[src/rtl/ins_fetch_queue_if.sv]
// Fetch queue bus: program-memory instruction port plus decoder handshake.
// slave = the fetch queue, master = memory/decoder side.
interface ins_fetch_queue_if;
    logic [12:0] ins_adr_o;
    logic [15:0] ins_dat_i;
    logic        flush_i;
    logic [12:0] flush_adr_i;
    logic        ack_i;
    logic [15:0] inst_o;
    logic [12:0] inst_adr_o;
    logic        valid_o;

    modport slave (
        output ins_adr_o,
        input  ins_dat_i,
        input  flush_i,
        input  flush_adr_i,
        input  ack_i,
        output inst_o,
        output inst_adr_o,
        output valid_o
    );

    modport master (
        input  ins_adr_o,
        output ins_dat_i,
        output flush_i,
        output flush_adr_i,
        output ack_i,
        input  inst_o,
        input  inst_adr_o,
        input  valid_o
    );
endinterface

[src/rtl/ins_fetch_queue.sv]
// Instruction prefetch queue: issues word fetches to a synchronous-read
// program memory, buffers returned words, hands them out with valid/ack.
module ins_fetch_queue #(
    parameter int          DEPTH     = 4,
    parameter logic [12:0] RESET_ADR = 13'h0000
) (
    input logic              ins_clk_i,
    input logic              ins_rst_n_i,
    ins_fetch_queue_if.slave bus
);
    localparam int          AW   = $clog2(DEPTH);
    localparam logic [AW:0] FULL = (AW + 1)'(DEPTH);

    logic [12:0]   pc_q, pc_d;
    logic          pend_v_q, pend_v_d;
    logic [12:0]   pend_adr_q, pend_adr_d;
    logic [AW:0]   cnt_q, cnt_d;
    logic [AW-1:0] wr_ptr_q, wr_ptr_d;
    logic [AW-1:0] rd_ptr_q, rd_ptr_d;
    logic [15:0]   dat_q [DEPTH];
    logic [15:0]   dat_d [DEPTH];
    logic [12:0]   adr_q [DEPTH];
    logic [12:0]   adr_d [DEPTH];

    logic issue;
    logic push;
    logic pop;

    // Counting the in-flight fetch keeps a slot reserved for its data.
    assign issue = ~bus.flush_i
                 & ((cnt_q + {{AW{1'b0}}, pend_v_q}) < FULL);
    assign push  = pend_v_q & ~bus.flush_i;
    assign pop   = bus.ack_i & (cnt_q != '0) & ~bus.flush_i;

    always_comb begin
        pc_d       = pc_q;
        pend_v_d   = pend_v_q;
        pend_adr_d = pend_adr_q;
        cnt_d      = cnt_q;
        wr_ptr_d   = wr_ptr_q;
        rd_ptr_d   = rd_ptr_q;
        dat_d      = dat_q;
        adr_d      = adr_q;

        if (bus.flush_i) begin
            pc_d     = bus.flush_adr_i;
            pend_v_d = 1'b0;
            cnt_d    = '0;
            wr_ptr_d = '0;
            rd_ptr_d = '0;
        end else begin
            pend_v_d = issue;
            if (issue) begin
                pend_adr_d = pc_q;
                pc_d       = pc_q + 13'd1;
            end
            if (push) begin
                dat_d[wr_ptr_q] = bus.ins_dat_i;
                adr_d[wr_ptr_q] = pend_adr_q;
                wr_ptr_d        = wr_ptr_q + 1'b1;
            end
            if (pop) begin
                rd_ptr_d = rd_ptr_q + 1'b1;
            end
            unique case ({push, pop})
                2'b10:   cnt_d = cnt_q + 1'b1;
                2'b01:   cnt_d = cnt_q - 1'b1;
                default: cnt_d = cnt_q;
            endcase
        end
    end

    always_ff @(posedge ins_clk_i or negedge ins_rst_n_i) begin
        if (!ins_rst_n_i) begin
            pc_q       <= RESET_ADR;
            pend_v_q   <= 1'b0;
            pend_adr_q <= '0;
            cnt_q      <= '0;
            wr_ptr_q   <= '0;
            rd_ptr_q   <= '0;
            for (int i = 0; i < DEPTH; i++) begin
                dat_q[i] <= '0;
                adr_q[i] <= '0;
            end
        end else begin
            pc_q       <= pc_d;
            pend_v_q   <= pend_v_d;
            pend_adr_q <= pend_adr_d;
            cnt_q      <= cnt_d;
            wr_ptr_q   <= wr_ptr_d;
            rd_ptr_q   <= rd_ptr_d;
            dat_q      <= dat_d;
            adr_q      <= adr_d;
        end
    end

    assign bus.ins_adr_o  = pc_q;
    assign bus.valid_o    = (cnt_q != '0);
    assign bus.inst_o     = dat_q[rd_ptr_q];
    assign bus.inst_adr_o = adr_q[rd_ptr_q];
endmodule

[src/flat_wrapper.sv]
// flat-port wrapper written by rule: the top's interface ports become plain ports
module ins_fetch_queue_flat 
#(
    parameter int          DEPTH     = 4,
    parameter logic [12:0] RESET_ADR = 13'h0000
)
  (ins_clk_i, ins_rst_n_i, bus_ins_adr_o, bus_ins_dat_i, bus_flush_i, bus_flush_adr_i, bus_ack_i, bus_inst_o, bus_inst_adr_o, bus_valid_o);
  ins_fetch_queue_if bus_i ();
  input logic ins_clk_i;
  input logic ins_rst_n_i;
  output wire logic [$bits(bus_i.ins_adr_o)-1:0] bus_ins_adr_o;
  input wire logic [$bits(bus_i.ins_dat_i)-1:0] bus_ins_dat_i;
  input wire logic [$bits(bus_i.flush_i)-1:0] bus_flush_i;
  input wire logic [$bits(bus_i.flush_adr_i)-1:0] bus_flush_adr_i;
  input wire logic [$bits(bus_i.ack_i)-1:0] bus_ack_i;
  output wire logic [$bits(bus_i.inst_o)-1:0] bus_inst_o;
  output wire logic [$bits(bus_i.inst_adr_o)-1:0] bus_inst_adr_o;
  output wire logic [$bits(bus_i.valid_o)-1:0] bus_valid_o;
  assign bus_ins_adr_o = bus_i.ins_adr_o;
  assign bus_i.ins_dat_i = bus_ins_dat_i;
  assign bus_i.flush_i = bus_flush_i;
  assign bus_i.flush_adr_i = bus_flush_adr_i;
  assign bus_i.ack_i = bus_ack_i;
  assign bus_inst_o = bus_i.inst_o;
  assign bus_inst_adr_o = bus_i.inst_adr_o;
  assign bus_valid_o = bus_i.valid_o;
  ins_fetch_queue #(.DEPTH(DEPTH), .RESET_ADR(RESET_ADR)) u_core (.ins_clk_i(ins_clk_i), .ins_rst_n_i(ins_rst_n_i), .bus(bus_i));
endmodule
[config.mk]
export PLATFORM = sky130hd
export DESIGN_NAME = ins_fetch_queue_flat
export DESIGN_NICKNAME = d
export VERILOG_FILES = /design/src/rtl/ins_fetch_queue_if.sv /design/src/rtl/ins_fetch_queue.sv /design/src/flat_wrapper.sv
export SDC_FILE = /design/constraint.sdc
export NUM_CORES = 1
export LEC_CHECK = 0
export ABC_AREA = 1
export CORE_MARGIN = 2
export CORE_UTILIZATION = 40
export CTS_BUF_LIST = sky130_fd_sc_hd__clkbuf_16
export DETAILED_ROUTE_END_ITERATION = 7
export PLACE_DENSITY_LB_ADDON = 0.05
export RECOVER_POWER = 50
export REMOVE_ABC_BUFFERS = 1
export SYNTH_ARGS = -nofsm -noshare
export SYNTH_HDL_FRONTEND = slang
export SYNTH_SLANG_ARGS = --single-unit
[constraint.sdc]
create_clock -name ins_clk_i -period 2.8 [get_ports ins_clk_i]
set_input_delay 0.28 -clock ins_clk_i [delete_from_list [all_inputs] [get_ports ins_clk_i]]
set_output_delay 0.28 -clock ins_clk_i [all_outputs]
set_load 0.1 [all_outputs]
==> results.json, run 1 <==
{
  "status": "finished, final reports clean",
  "via_count": 5608,
  "wire_per_inst_um": 15.5,
  "cp-start-kind": "flop",
  "port_buffers": 75,
  "grt_pass1_wl_mm": 28.4,
  "total_power_mw": 10.4,
  "cts_buffer_depth": 2,
  "fin_area_mm2": 0.00866,
  "grt.total_usage_pct": 19.9,
  "synth_top_area_share_pct": 54.9,
  "chipHeight_um": 135,
  "antenna_found_initial": 0,
  "hold_viol": 0,
  "clkLatencyLatePin_ps": 420,
  "slew_headroom_pct": 19.9,
  "async_reset_ff_share_pct": 100,
  "htreeDepth": 4,
  "power.leakage_nw": 4.11,
  "worst_slack_ps": 353,
  "post-route-util_pct": 52.0,
  "cts_setup_buffers": 0,
  "wirelength_mm": 16.9,
  "grt_pass1_vias": 5411,
  "nNetsFinal": 900,
  "path_class": "reg -> out",
  "yosys_warnings": 0,
  "drv_cap": 0,
  "synth_top_cell_by_area": "dfrtp_1",
  "setup_tns_ps": 0,
  "fp.dieW_um": 135,
  "tritoncts": "done",
  "min_path_type": "in -> reg",
  "worstPathMaxFanout": 21,
  "core_mm2": 0.0166,
  "first_iter_violations": 351,
  "required_ps": 2520,
  "first_pass_iters": 5,
  "ys.flop_type": "dfrtp_1",
  "syn_area_per_cell_um2": 8.55,
  "fmax_mhz": 409,
  "drive_gt1_share_pct": 12.0,
  "irDropWorstVdd_v": 0.000587,
  "syn_area_mm2": 0.00683,
  "fillerInstances": 1532,
  "die_area_mm2": 0.0181,
  "yosysMostFrequentCell": "nand2_1",
  "clk_pin_slew_ps": 60,
  "synth_seq_cells": 150,
  "grt_overflow_total": 0,
  "area_growth_pct": 26.7,
  "cts_hold_buf": 1,
  "synth_edf_count": 0,
  "min_period_ps": 2450,
  "n_antenna_cell": 0,
  "rsz0062_at_grt": "no",
  "cts_resized": 0,
  "finalClockSkew_ps": 10.6,
  "antenna_left": 0,
  "dpl.hpwl_mm": 10.5,
  "end_kind": "output port",
  "rows": 47,
  "power_density_mw_per_mm2": 1200,
  "pin_count": 76,
  "gp_congestion": 0.840,
  "route.detailed.drc": 0,
  "synthDistinctLibCells": 30,
  "cts_inserted_buffers": 17,
  "holdPathStages": 3,
  "arrival_ps": 2170,
  "cts_root_buf": "clkbuf_16",
  "syn_inst": 799,
  "setup-violations-final": 0,
  "synth_top_cells_by_area": "dfrtp_1, nand2_1, o21ai_0",
  "start_util_pct": 41.0,
  "worstMarginPinSlew_ps": 1200,
  "r2r_cells": 6,
  "place_ws_ps": 442,
  "grt_max_degree": 89,
  "viasPerCell": 5.13,
  "period_share_pct": 87.4,
  "seq_area_frac_synth_pct": 54.9,
  "drv_slew": 0,
  "clkSinkCount": 150,
  "yosys-top-cells-count": "nand2_1, dfrtp_1, o21ai_0",
  "dpl-instance-area_mm2": 0.00803
}
## worst max-delay path, stage by stage, from the launching register on
cell and delay, ps:
dfrtp_2 410, inv_2 330, buf_4 310, o21ai_0 100, o22ai_1 340, buf_12 230
## registers in the layout (all words and copies together), names as in the netlist
register	cells
u_core.adr_q	52
u_core.bus.ins_adr_o	13
u_core.cnt_q	3
u_core.dat_q	64
u_core.pend_adr_q	13
u_core.pend_v_q	1
u_core.rd_ptr_q	2
u_core.wr_ptr_q	2
## final timing paths
kind	startpoint	to	slack [ps]
setup / recovery	u_core.rd_ptr_q[0]	bus_inst_adr_o[6]	350
hold / removal	bus_flush_adr_i[10]	u_core.bus.ins_adr_o[10]	420
setup reg to reg	u_core.cnt_q[0]	u_core.bus.ins_adr_o[12]	580
hold reg to reg	u_core.dat_q[27]	u_core.dat_q[27]	480
max in group asynchronous	ins_rst_n_i	u_core.dat_q[52]	700
min in group asynchronous	ins_rst_n_i	u_core.dat_q[34]	490
## final cells by class
class | count | area, um^2 | share of cell area, %
Sequential cell | 150 | 3750 | 43.4
Multi-Input combinational cell | 549 | 2570 | 29.7
Timing Repair Buffer | 91 | 1170 | 13.6
Clock buffer | 17 | 425 | 4.91
Tap cell | 220 | 275 | 3.18
Clock inverter | 15 | 258 | 2.98
Inverter | 52 | 195 | 2.25
## metrics by stage
stage          hold WS [ps]  instances
6_report                420       1094
3_3_place_gp            402       1061
4_1_cts                 415       1094
3_5_place_dp            412       1061
2_1_floorplan         -15.6        751
5_1_grt                 454       1094
## layout by cell type, fill, tap and decap left out, types with 2 or more instances in the layout
master / instances
inv_6: 2
dlygate4sd3_1: 2
o21ai_1: 64
nand3_2: 4
clkbuf_16: 17
a21oi_1: 2
xnor2_1: 2
xor2_1: 4
ha_1: 5
clkinv_2: 3
dfrtp_1: 149
nor2_2: 3
inv_2: 2
nand3_1: 23
o21ai_0: 127
nand4_1: 6
nand2_2: 4
bufinv_16: 7
clkdlybuf4s50_1: 30
buf_12: 33
clkbuf_2: 2
nor2_1: 70
inv_1: 52
buf_4: 23
o22ai_1: 29
nor3_1: 2
o211ai_1: 3
nand2_1: 198
## routing by layer
| layer | track usage (%) | up-vias | wire, um |
|---|---|---|---|
| met5 | 0 | - | 0 |
| met1 | 28.1 | 2679 | 8000 |
| met3 | 3.98 | 21 | 765 |
| met4 | 6.26 | 0 | 254 |
| li1 | - | 2760 | - |
| met2 | 31.0 | 148 | 7910 |
## cell families after synthesis
family                     synth area share, %
xor gates and xnor gates                 0.769
adders and majority gates                 1.21
DFF                                       54.9
and+or+nand+nor                           18.9
AOI/OAI and AO/OA                         17.3
buffers and inverters                     6.90
## where the power goes
part | internal, mW | total, mW | switching, mW | leakage (nW)
Sequential | 2.88 | 3.30 | 0.422 | 1.92
Combinational | 1.45 | 4.46 | 3.01 | 1.84
Clock | 1.75 | 2.64 | 0.882 | 0.340
Power figures use the tool's default switching activity.
==> run 2: changes to the inputs <==
Settings changed: CORE_MARGIN 2 to not set, SKIP_CTS_REPAIR_TIMING set to 1.
==> results.json, run 2 (synthesis gave the netlist of run 1 again) <==
{
  "status": "finished with violations",
  "violations": "capacitance limit, slew limit",
  "grt_pass1_vias": 5495,
  "rows": 47,
  "worstMarginPinSlew_ps": 1830,
  "cts_inserted_buffers": 17,
  "start_util_pct": 41.0,
  "slew_headroom_pct": -22.0,
  "clkLatencyLatePin_ps": 420,
  "rsz0062_at_grt": "no",
  "critical-path-top-delay-family": "buffers and inverters",
  "fmax_mhz": 423,
  "antenna_left": 0,
  "drv_cap": 1,
  "total_power_mw": 10.2,
  "port_buffers": 75,
  "path_class": "reg -> out",
  "worstHoldStart": "bus_flush_adr_i[10]",
  "dpl-instance-area_mm2": 0.00800,
  "crit_chain": "inv_2, buf_4, o21ai_0, o22ai_1, buf_12",
  "route.detailed.drc": 0,
  "grt_overflow_total": 0,
  "cts_buffer_depth": 2,
  "area_growth_pct": 25.7,
  "cp-start-kind": "flop",
  "wirelength_mm": 16.8,
  "antenna_found_initial": 0,
  "drive_gt1_share_pct": 12.1,
  "r2r_slack_ps": 520,
  "fillerInstances": 1572,
  "cts_root_buf": "clkbuf_16",
  "min_period_ps": 2370,
  "fp.dieW_um": 133,
  "fin_area_mm2": 0.00859,
  "first_iter_violations": 387,
  "r2r-end": "u_core.pend_adr_q[5]",
  "pin_count": 76,
  "irDropWorstVdd_v": 0.000609,
  "core_mm2": 0.0166,
  "largest-register": "u_core.dat_q",
  "finalClockSkew_ps": 9.94,
  "finalNonFillerCells": 1094,
  "nNetsFinal": 901,
  "end_kind": "output port",
  "min_path_type": "in -> reg",
  "grt_max_degree": 73,
  "clkSinkCount": 150,
  "first_pass_iters": 4,
  "placed_cells": 1062,
  "htreeDepth": 4,
  "required_ps": 2520,
  "tritoncts": "done",
  "hold_viol": 0,
  "cpPeakStageDelay_ps": 480,
  "wire_per_inst_um": 15.4,
  "gp_congestion": 0.877,
  "path_buf_inv": 3,
  "cp_slowest_cell": "dfrtp_2",
  "final_common_cell": "nand2_1",
  "drv_slew": 72,
  "n_antenna_cell": 0,
  "power_density_mw_per_mm2": 1190,
  "final_cell_mix": "nand2_1, dfrtp_1, o21ai_0, o21ai_1, nor2_1",
  "setup-violations-final": 0,
  "top_regs": "u_core.dat_q x64, u_core.adr_q x52",
  "chipHeight_um": 133,
  "largest_reg_flops": 64,
  "r2r_cells": 6,
  "arrival_ps": 2090,
  "whs_endpoint": "u_core.bus.ins_adr_o[10]",
  "power.leakage_nw": 4.06,
  "grt.total_usage_pct": 20.6,
  "holdPathStages": 3,
  "die_area_mm2": 0.0176,
  "period_share_pct": 84.5,
  "viasPerCell": 5.06,
  "worstPathMaxFanout": 18,
  "grt_pass1_wl_mm": 28.3,
  "r2r_start": "u_core.cnt_q[0]",
  "clk_pin_slew_ps": 60,
  "dpl.hpwl_mm": 10.8,
  "via_count": 5541
}
[run 2: cell count changes in the layout (fill, tap and decap cells not counted), moves of 2 or more]
cell | previous run | this run
o21ai_1 | 64 | 71
inv_6 | 2 | 0
clkbuf_2 | 2 | 5
o21ai_0 | 127 | 120
buf_12 | 33 | 31
clkinv_4 | 0 | 3
bufinv_16 | 7 | 5
[run 2: stage by stage]
stage | worst slack [ps] | setup TNS [ps] | hold slack [ps] | util, %
final | 433 | 0 | 420 | 51.6
after global routing | 272 | 0 | 421 | 51.6
after CTS | 401 | 0 | -97.4 | 51.9
after detailed placement | 532 | 0 | 352 | 48.0
after global placement | 614 | 0 | 345 | 48.0
after floorplan | -912 | -26440 | -15.6 | -
[run 2: final cells by class]
type / instances / area [um^2] / area share, %
Inverter: 52 / 195 / 2.27
Tap cell: 220 / 275 / 3.21
Multi-Input combinational cell: 549 / 2580 / 30.0
Clock inverter: 14 / 210 / 2.45
Timing Repair Buffer: 92 / 1150 / 13.3
Sequential cell: 150 / 3750 / 43.7
Clock buffer: 17 / 425 / 4.95
[run 2: routing by layer]
metal | GRT usage (%) | vias to the layer above | part of all wire [%]
li1 | - | 2768 | -
met2 | 32.7 | 127 | 47
met3 | 4.29 | 17 | 4.0
met5 | 0 | - | 0
met4 | 6.96 | 0 | 1.2
met1 | 27.9 | 2629 | 48
[run 2: worst max-delay path by stage]
stage                                   from                 endpoint  depth (start not counted)
after floorplan           u_core.rd_ptr_q[0]        bus_inst_adr_o[0]                          3
after global placement           bus_flush_i          u_core.cnt_q[2]                         11
after detailed placement         bus_flush_i  u_core.bus.ins_adr_o[2]                          4
after CTS                 u_core.rd_ptr_q[0]        bus_inst_adr_o[0]                          5
after global routing             ins_rst_n_i       u_core.rd_ptr_q[0]                          2
final                     u_core.rd_ptr_q[0]            bus_inst_o[1]                          5
[run 2: worst reg2reg max path, cell delays in order (launching register included)]
cell and delay, ps:
dfrtp_1 490, nand3_1 170, nand2_2 130, nand2_4 70
nor2_1 950, nand2_1 220, o21ai_0 160
[run 2: report_power, final]
| group | leakage [nW] | internal, mW | switching (mW) |
|---|---|---|---|
| Combinational | 1.82 | 1.44 | 3.01 |
| Clock | 0.310 | 1.57 | 0.885 |
| Sequential | 1.92 | 2.88 | 0.423 |
==> run 3: changes to the inputs <==
Clock period 2.8 ns to 2.15 ns, I/O delays scaled along.
==> results.json, run 3 (synthesis gave the netlist of run 1 again) <==
{
  "wire_per_inst_um": 15.3,
  "chipHeight_um": 133,
  "r2r-end": "u_core.cnt_q[2]",
  "nNetsFinal": 905,
  "fillerInstances": 1575,
  "clk_pin_slew_ps": 60,
  "htreeDepth": 4,
  "setup-violations-final": 0,
  "required_ps": 1930,
  "cp_slowest_cell": "dfrtp_2",
  "crit_chain": "inv_2, buf_6, nor2_1, o22ai_1, buf_12",
  "first_pass_iters": 5,
  "cpPeakStageDelay_ps": 440,
  "power_density_mw_per_mm2": 1550,
  "cp-start-kind": "flop",
  "n_antenna_cell": 0,
  "period_share_pct": 96.3,
  "first_iter_violations": 465,
  "path_class": "reg -> out",
  "area_growth_pct": 27.5,
  "top_regs": "u_core.dat_q x64, u_core.adr_q x52",
  "cts_buffer_depth": 2,
  "die_area_mm2": 0.0176,
  "antenna_left": 0,
  "grt.total_usage_pct": 20.5,
  "largest_reg_flops": 64,
  "grt_overflow_total": 0,
  "rows": 47,
  "min_period_ps": 2070,
  "r2r_slack_ps": 240,
  "viasPerCell": 5.17,
  "min_path_type": "in -> reg",
  "total_power_mw": 13.5,
  "post-route-util_pct": 52.3,
  "status": "finished, final reports clean",
  "holdPathStages": 3,
  "clkSinkCount": 150,
  "power.leakage_nw": 4.11,
  "clkLatencyLatePin_ps": 410,
  "route.detailed.drc": 0,
  "cts_root_buf": "clkbuf_16",
  "grt_pass1_wl_mm": 28.4,
  "gp_congestion": 0.838,
  "wirelength_mm": 16.8,
  "worstMarginPinSlew_ps": 1340,
  "whs_endpoint": "u_core.bus.ins_adr_o[10]",
  "r2r_start": "u_core.cnt_q[0]",
  "place_ws_ps": 128,
  "drv_cap": 0,
  "drv_slew": 0,
  "grt_max_degree": 59,
  "antenna_found_initial": 0,
  "irDropWorstVdd_v": 0.000637,
  "tritoncts": "done",
  "r2r_cells": 11,
  "setup_tns_ps": 0,
  "largest-register": "u_core.dat_q",
  "cts_inserted_buffers": 17,
  "rsz0062_at_grt": "no",
  "worst_slack_ps": 78.9,
  "slew_headroom_pct": 10.6,
  "grt_pass1_vias": 5652,
  "fmax_mhz": 483,
  "end_kind": "output port",
  "finalClockSkew_ps": 7.33,
  "drive_gt1_share_pct": 13.3,
  "worstPathMaxFanout": 26,
  "arrival_ps": 1860,
  "fp.dieW_um": 133,
  "via_count": 5677,
  "final_cell_mix": "nand2_1, dfrtp_1, o21ai_0, o21ai_1, nor2_1",
  "final_common_cell": "nand2_1",
  "start_util_pct": 41.0,
  "pin_count": 76,
  "hold_viol": 0,
  "dpl.hpwl_mm": 10.6,
  "core_mm2": 0.0166,
  "worstHoldStart": "bus_flush_adr_i[10]",
  "port_buffers": 75
}
[run 3: cell count changes in the layout (fill, tap and decap cells not counted), moves of 3 or more]
cell        change
clkinvlp_4      +3
clkbuf_2        -4
buf_6           +5
o22ai_2         +5
o22ai_1         -5
clkinv_2        -3
[run 3: how the worst max path moves through the flow]
stage	start	to	slack [ps]	cells past startpoint
finish	u_core.rd_ptr_q[0]	bus_inst_o[13]	80	5
global route	u_core.rd_ptr_q[0]	bus_inst_adr_o[4]	2	5
CTS	u_core.rd_ptr_q[0]	bus_inst_adr_o[6]	-70	5
detailed placement	bus_flush_i	u_core.cnt_q[2]	130	11
global placement	bus_flush_i	u_core.cnt_q[2]	170	11
floorplan	u_core.rd_ptr_q[0]	bus_inst_adr_o[0]	-1500	3
[run 3: stage by stage]
| stage | cells | hold slack (ps) | area (um^2) |
|---|---|---|---|
| 2_1_floorplan | 751 | -80.6 | 6560 |
| 3_3_place_gp | 1066 | 203 | 8060 |
| 3_5_place_dp | 1066 | 200 | 8060 |
| 4_1_cts | 1097 | -243 | 8720 |
| 5_1_grt | 1098 | 364 | 8710 |
| 6_report | 1098 | 332 | 8710 |
[run 3: routing by layer]
metal	routed length, um	track usage, %	share of wire (%)	vias up
met1	7890	27.7	47	2717
met5	0	0	0	-
met3	799	4.14	4.8	24
met2	7870	32.5	47	166
li1	-	-	-	2770
met4	256	8.11	1.5	0
[run 3: worst max-delay path: cells and delay by family, from the launching register on]
family | cells | cell delay (ps)
AOI/OAI and AO/OA | 1 | 310
buffers and inverters | 3 | 610
DFF | 1 | 440
and+or+nand+nor | 1 | 70
[run 3: power breakdown]
part / leakage, nW / internal, mW / total, mW / switching, mW
registers: 1.92 / 3.75 / 4.31 / 0.557
logic: 1.87 / 1.93 / 5.88 / 3.95
clock network: 0.314 / 2.16 / 3.31 / 1.15
total: 4.11 / 7.85 / 13.5 / 5.65
[run 3: layout make-up]
class                      count  area (um^2)  area share, %
sequential                   150         3750           43.1
multi-input combinational    549         2610           30.0
timing repair buffer          96         1200           13.8
inverter                      52          199           2.28
clock inverter                14          235           2.70
tap                          220          275           3.16
clock buffer                  17          425           4.89
==> RTL change 1, RTL diff (flow settings as in run 1) <==
`pend_adr_q` no longer has a reset.
--- a/src/rtl/ins_fetch_queue.sv
+++ b/src/rtl/ins_fetch_queue.sv
@@ -76,3 +76,2 @@
             pend_v_q   <= 1'b0;
-            pend_adr_q <= '0;
             cnt_q      <= '0;
@@ -87,3 +86,2 @@
             pend_v_q   <= pend_v_d;
-            pend_adr_q <= pend_adr_d;
             cnt_q      <= cnt_d;
@@ -96,2 +94,6 @@
 
+    always_ff @(posedge ins_clk_i) begin
+        pend_adr_q <= pend_adr_d;
+    end
+
     assign bus.ins_adr_o  = pc_q;
Behaviour: same outputs for any inputs over 4 cycles, from zero or initial values and one cycle with ins_rst_n_i low; that may be too few to reach the edited logic, so the function may still have changed.
==> RTL change 1 against run 1 <==
Synthesized cell count decreased by 5.1%; area after synthesis increased by 0.33%; die area increased by 0.32%; final cell count decreased by 4.1%; power decreased by 2.6%; sequential cell count unchanged; routed wire length decreased by 5.6%; sequential power increased by 2%; non-clock buffer count decreased by 7; design area decreased by 2.1%; worst setup slack got worse by 68 ps; hold slack improved by 7.0 ps; critical path type unchanged; critical endpoint is now bus_inst_adr_o[5]; largest power group unchanged; highest routed layer unchanged.
==> RTL change 1: results (changes against run 1) <==
CP top delay family=buffers and inverters (unchanged); Routed met1 length=7.299 mm (was 7.999 mm); pin count of the biggest net entering global routing=61 (was 89); Worst Path Max Fanout=46 (was 21); layout cell share with drive strength beyond 1=0.1315 (was 0.1201); Nets=855 (was 900); Yosys cell types=36 (was 30); initial antenna violation count=0 (unchanged); Initial DRC Count=337 (was 351); asr flop ratio synth=0.9133 (was 1.000); CTS Buf Count=17 (unchanged); Max rail drop VDD=571.5 uV (was 586.9 uV); Vias/cell=5.108 (was 5.126); routed wl met3=720 microns (was 765 microns); Switch Pwr=0.004309 W (was 0.004314 W); Port Buf Inserts=75 (unchanged); worst reg2reg path depth=9 (was 6); DR WL/cell=15.24 microns (was 15.48 microns); actual slew at the worst max-slew pin=1353 ps (was 1198 ps); Worst Skew=8.691 ps (was 10.55 ps); crit-path max cell delay=560 ps (was 410 ps); CP arrival=2230 ps (was 2170 ps); P_leak=3.948 nW (was 4.105 nW); Final Wtd Congestion=0.7706 (was 0.8397); yosys warns=0 (unchanged); vias in the first global route=5,217 (was 5,411); Hold Crit Class=input pin to register (unchanged); Post-synth EDFFs=13 (was 0); dpl hpwl=9.542 mm (was 10.54 mm); Max clock buf depth=2 (unchanged); main area contributors after synthesis=dfrtp_1, nand2_1, o21ai_0 (unchanged); register area share after synthesis=0.5571 (was 0.5495); Synth top cells by count=nand2_1, dfrtp_1, o21ai_0, o21ai_1, nor2_1 (unchanged); first-pass GRT wire length=26.68 mm (was 28.38 mm); gr usage total=0.1879 (was 0.1987); DR WL met2=7.823 mm (was 7.911 mm); status=finished clean (unchanged); Area after DPL=7924 sq um (was 8026 sq um)
-- RTL change 1: final timing paths --
kind	startpoint	end	slack, ps
setup / recovery	u_core.rd_ptr_q[0]	bus_inst_adr_o[5]	290
hold / removal	bus_flush_adr_i[3]	u_core.bus.ins_adr_o[3]	430
setup reg to reg	u_core.cnt_q[0]	u_core.cnt_q[2]	930
hold reg to reg	u_core.adr_q[13]	u_core.adr_q[13]	480
max in group asynchronous	ins_rst_n_i	u_core.dat_q[16]	540
min in group asynchronous	ins_rst_n_i	u_core.dat_q[12]	670
-- RTL change 1: kinds of logic after synthesis --
kind of cell / synth area share
and+or+nand+nor: 0.1842
xor gates and xnor gates: 0.008945
AOI/OAI and AO/OA: 0.1650
adders and majority gates: 0.01205
buffers and inverters: 0.07265
DFF: 0.5571
-- RTL change 1: per-stage QoR --
step                      std cells  setup slack [ps]  power [W]
final                          1049             285.4    0.01013
after global routing           1049             108.4    0.01067
after CTS                      1049             259.7    0.01024
after detailed placement       1016             527.0   0.007853
after global placement         1016             567.7   0.007777
after floorplan                 713            -563.5   0.006276
-- RTL change 1: layout make-up --
| type | instances | area [sq um] |
|---|---|---|
| clock inverter | 15 | 187.7 |
| timing repair buffer | 84 | 1074 |
| multi-input combinational | 514 | 2500 |
| tap | 220 | 275.3 |
| sequential | 150 | 3820 |
| inverter | 49 | 192.7 |
| clock buffer | 17 | 425.4 |
| fill | 1510 | 8168 |
-- RTL change 1: worst min-delay path, stage by stage --
cell	delay, ps
clkdlybuf4s50_1	400
nand2_1	70
nand3_1	70
-- RTL change 1: per-layer routing --
layer  GRT usage  up-vias
li1            -     2631
met1      0.2426     2569
met2      0.3127      147
met3     0.04992       11
met4     0.05263        0
met5           0        -
-- RTL change 1: power by group through the flow --
stage | clock network, W | registers, W | logic, W
after floorplan | 0 | 0.00353 | 0.00275
after global placement | 0 | 0.00334 | 0.00443
after detailed placement | 0 | 0.00337 | 0.00448
after CTS | 0.00241 | 0.00334 | 0.00449
after global routing | 0.00251 | 0.00343 | 0.00472
final | 0.00235 | 0.00335 | 0.00443
==> RTL change 2, RTL diff (settings of run 1) <==
Made on the original files. `DEPTH` is set to 4 in 2 places; all go to 2.
--- a/src/rtl/ins_fetch_queue.sv
+++ b/src/rtl/ins_fetch_queue.sv
@@ -3,3 +3,3 @@
 module ins_fetch_queue #(
-    parameter int          DEPTH     = 4,
+    parameter int          DEPTH     = 2,
     parameter logic [12:0] RESET_ADR = 13'h0000
--- a/src/flat_wrapper.sv
+++ b/src/flat_wrapper.sv
@@ -3,3 +3,3 @@
 #(
-    parameter int          DEPTH     = 4,
+    parameter int          DEPTH     = 2,
     parameter logic [12:0] RESET_ADR = 13'h0000
Behaviour: not the same (Yosys sat finds a counterexample within 4 cycles, from zero or initial values and one cycle with ins_rst_n_i low).
==> RTL change 2 against run 1 <==
Worst setup slack improved by 200 ps; sequential cell count shrank 61; area after synthesis down 41%; global-route usage decreased by 1.9 points; routed wire length fell by 45%; sequential share of layout area shrank 2.4 points; register-to-register slack gained 390 ps; count of clock-buffer cells in the layout decreased by 8; design area fell by 37%; fmax grew 8.8%; via count shrank 39%; critical endpoint is now u_core.wr_ptr_q; largest cell class unchanged; highest routed layer unchanged.
Power is not shown: default switching activity piles up to over one toggle a cycle in this logic, so the estimate is an artifact.
==> RTL change 2: results (changes against run 1) <==
top flop regs=u_core.dat_q: 32 flops, u_core.adr_q: 26 flops (was u_core.dat_q: 64 flops, u_core.adr_q: 52 flops); register area share after synthesis=0.5487 (was 0.5495); Worst-path clk slew=60 ps (about the same); routed wl met3=411 microns (was 765 microns); first-pass iteration count of the detailed router=4 (was 5); Worst Path Max Fanout=59 (was 21); Diodes inserted=0 (unchanged); Routed met1 length=4.634 mm (was 7.999 mm); Worst Skew=6.644 ps (was 10.55 ps); status=finished clean (unchanged); CTS root buf=clkbuf_16 (unchanged); layout cell share with drive strength beyond 1=0.09847 (was 0.1201); dpl hpwl=6.344 mm (was 10.54 mm); Hold Crit Class=input pin to async pin (was input pin to register); Nets=621 (was 900); CTS Buf Count=9 (was 17); CP arrival=2400 ps (was 2170 ps); Vias/cell=4.729 (was 5.126); pin count of the biggest net entering global routing=61 (was 89); DR WL met2=4.152 mm (was 7.911 mm); vias in the first global route=3,301 (was 5,411); Yosys cell types=24 (was 30); Initial DRC Count=153 (was 351); Final Wtd Congestion=0.8130 (was 0.8397); asr flop ratio synth=1.000 (unchanged); worst skew pair latency=330 ps (was 420 ps); gr usage total=0.1802 (was 0.1987); Slew headroom=0.01634 (was 0.1986); DR WL/cell=12.85 microns (was 15.48 microns); main area contributors after synthesis=dfrtp_1, nand2_1, o21ai_0 (unchanged); FILL cells=973 (was 1,532); Synth top cells by count=nand2_1, dfrtp_1, o21ai_0, inv_1, nand3_1 (was nand2_1, dfrtp_1, o21ai_0, o21ai_1, nor2_1); H-tree depth=3 (was 4); first-pass GRT wire length=16.15 mm (was 28.38 mm)
[RTL change 2: cell count changes in the layout (fill, tap and decap cells not counted), moves of 8 or more]
cell	before	now
buf_4	23	8
o21ai_0	127	66
clkbuf_1	0	13
o21ai_1	64	13
o22ai_1	29	0
clkbuf_16	17	9
dfrtp_1	149	89
nor2_1	70	15
nand2_1	198	215
[RTL change 2: cell type report]
cell class	instances	area, sq um	area share
clock inverter	4	95.09	0.01751
timing repair buffer	83	1010	0.1859
inverter	54	203.9	0.03755
sequential	89	2227	0.4100
clock buffer	9	225.2	0.04147
tap	133	166.4	0.03064
multi-input combinational	350	1504	0.2769
[RTL change 2: kinds of logic (layout without fill, tap and decap cells)]
family	Yosys count	count (layout)	synth area share
flops	89	89	0.5487
xor+xnor	2	2	0.004316
compound gates	86	86	0.1073
fa+ha+maj	1	1	0.003082
buf+inv	78	150	0.08076
simple gates	261	261	0.2559
[RTL change 2: path summary, 6_finish.rpt]
path	from	endpoint	slack, ps	cells past startpoint
max	bus_flush_i	u_core.wr_ptr_q	550	5
min	ins_rst_n_i	u_core.dat_q[21]	300	1
max reg2reg	u_core.cnt_q[0]	u_core.bus.ins_adr_o[7]	970	6
min reg2reg	u_core.adr_q[1]	u_core.adr_q[1]	480	2
max in group asynchronous	ins_rst_n_i	u_core.adr_q[9]	1040	2
min in group ins_clk_i	u_core.adr_q[1]	u_core.adr_q[1]	480	2
[RTL change 2: metrics by stage]
stage	cell area (sq um)	util	setup slack, ps	instances	hold slack (ps)
final	5431	0.5531	551.9	722	304.9
after global routing	5431	0.5531	355.2	722	435.8
after CTS	5492	0.5593	627.7	722	49.86
after detailed placement	5171	0.5266	988.6	709	406.8
after global placement	5171	0.5266	1021	709	399.8
after floorplan	3936	-	596.3	493	-15.59
[RTL change 2: critical path: stages]
cell and delay (ps):
dlygate4sd3_1 560, clkinvlp_2 380, nand3_2 160, clkbuf_2 790, o21ai_0 220
[RTL change 2: layer usage]
layer,global-route usage,vias up
met4,0.06000,0
met3,0.03182,6
met1,0.2640,1576
met5,0,-
met2,0.2709,83
li1,-,1749
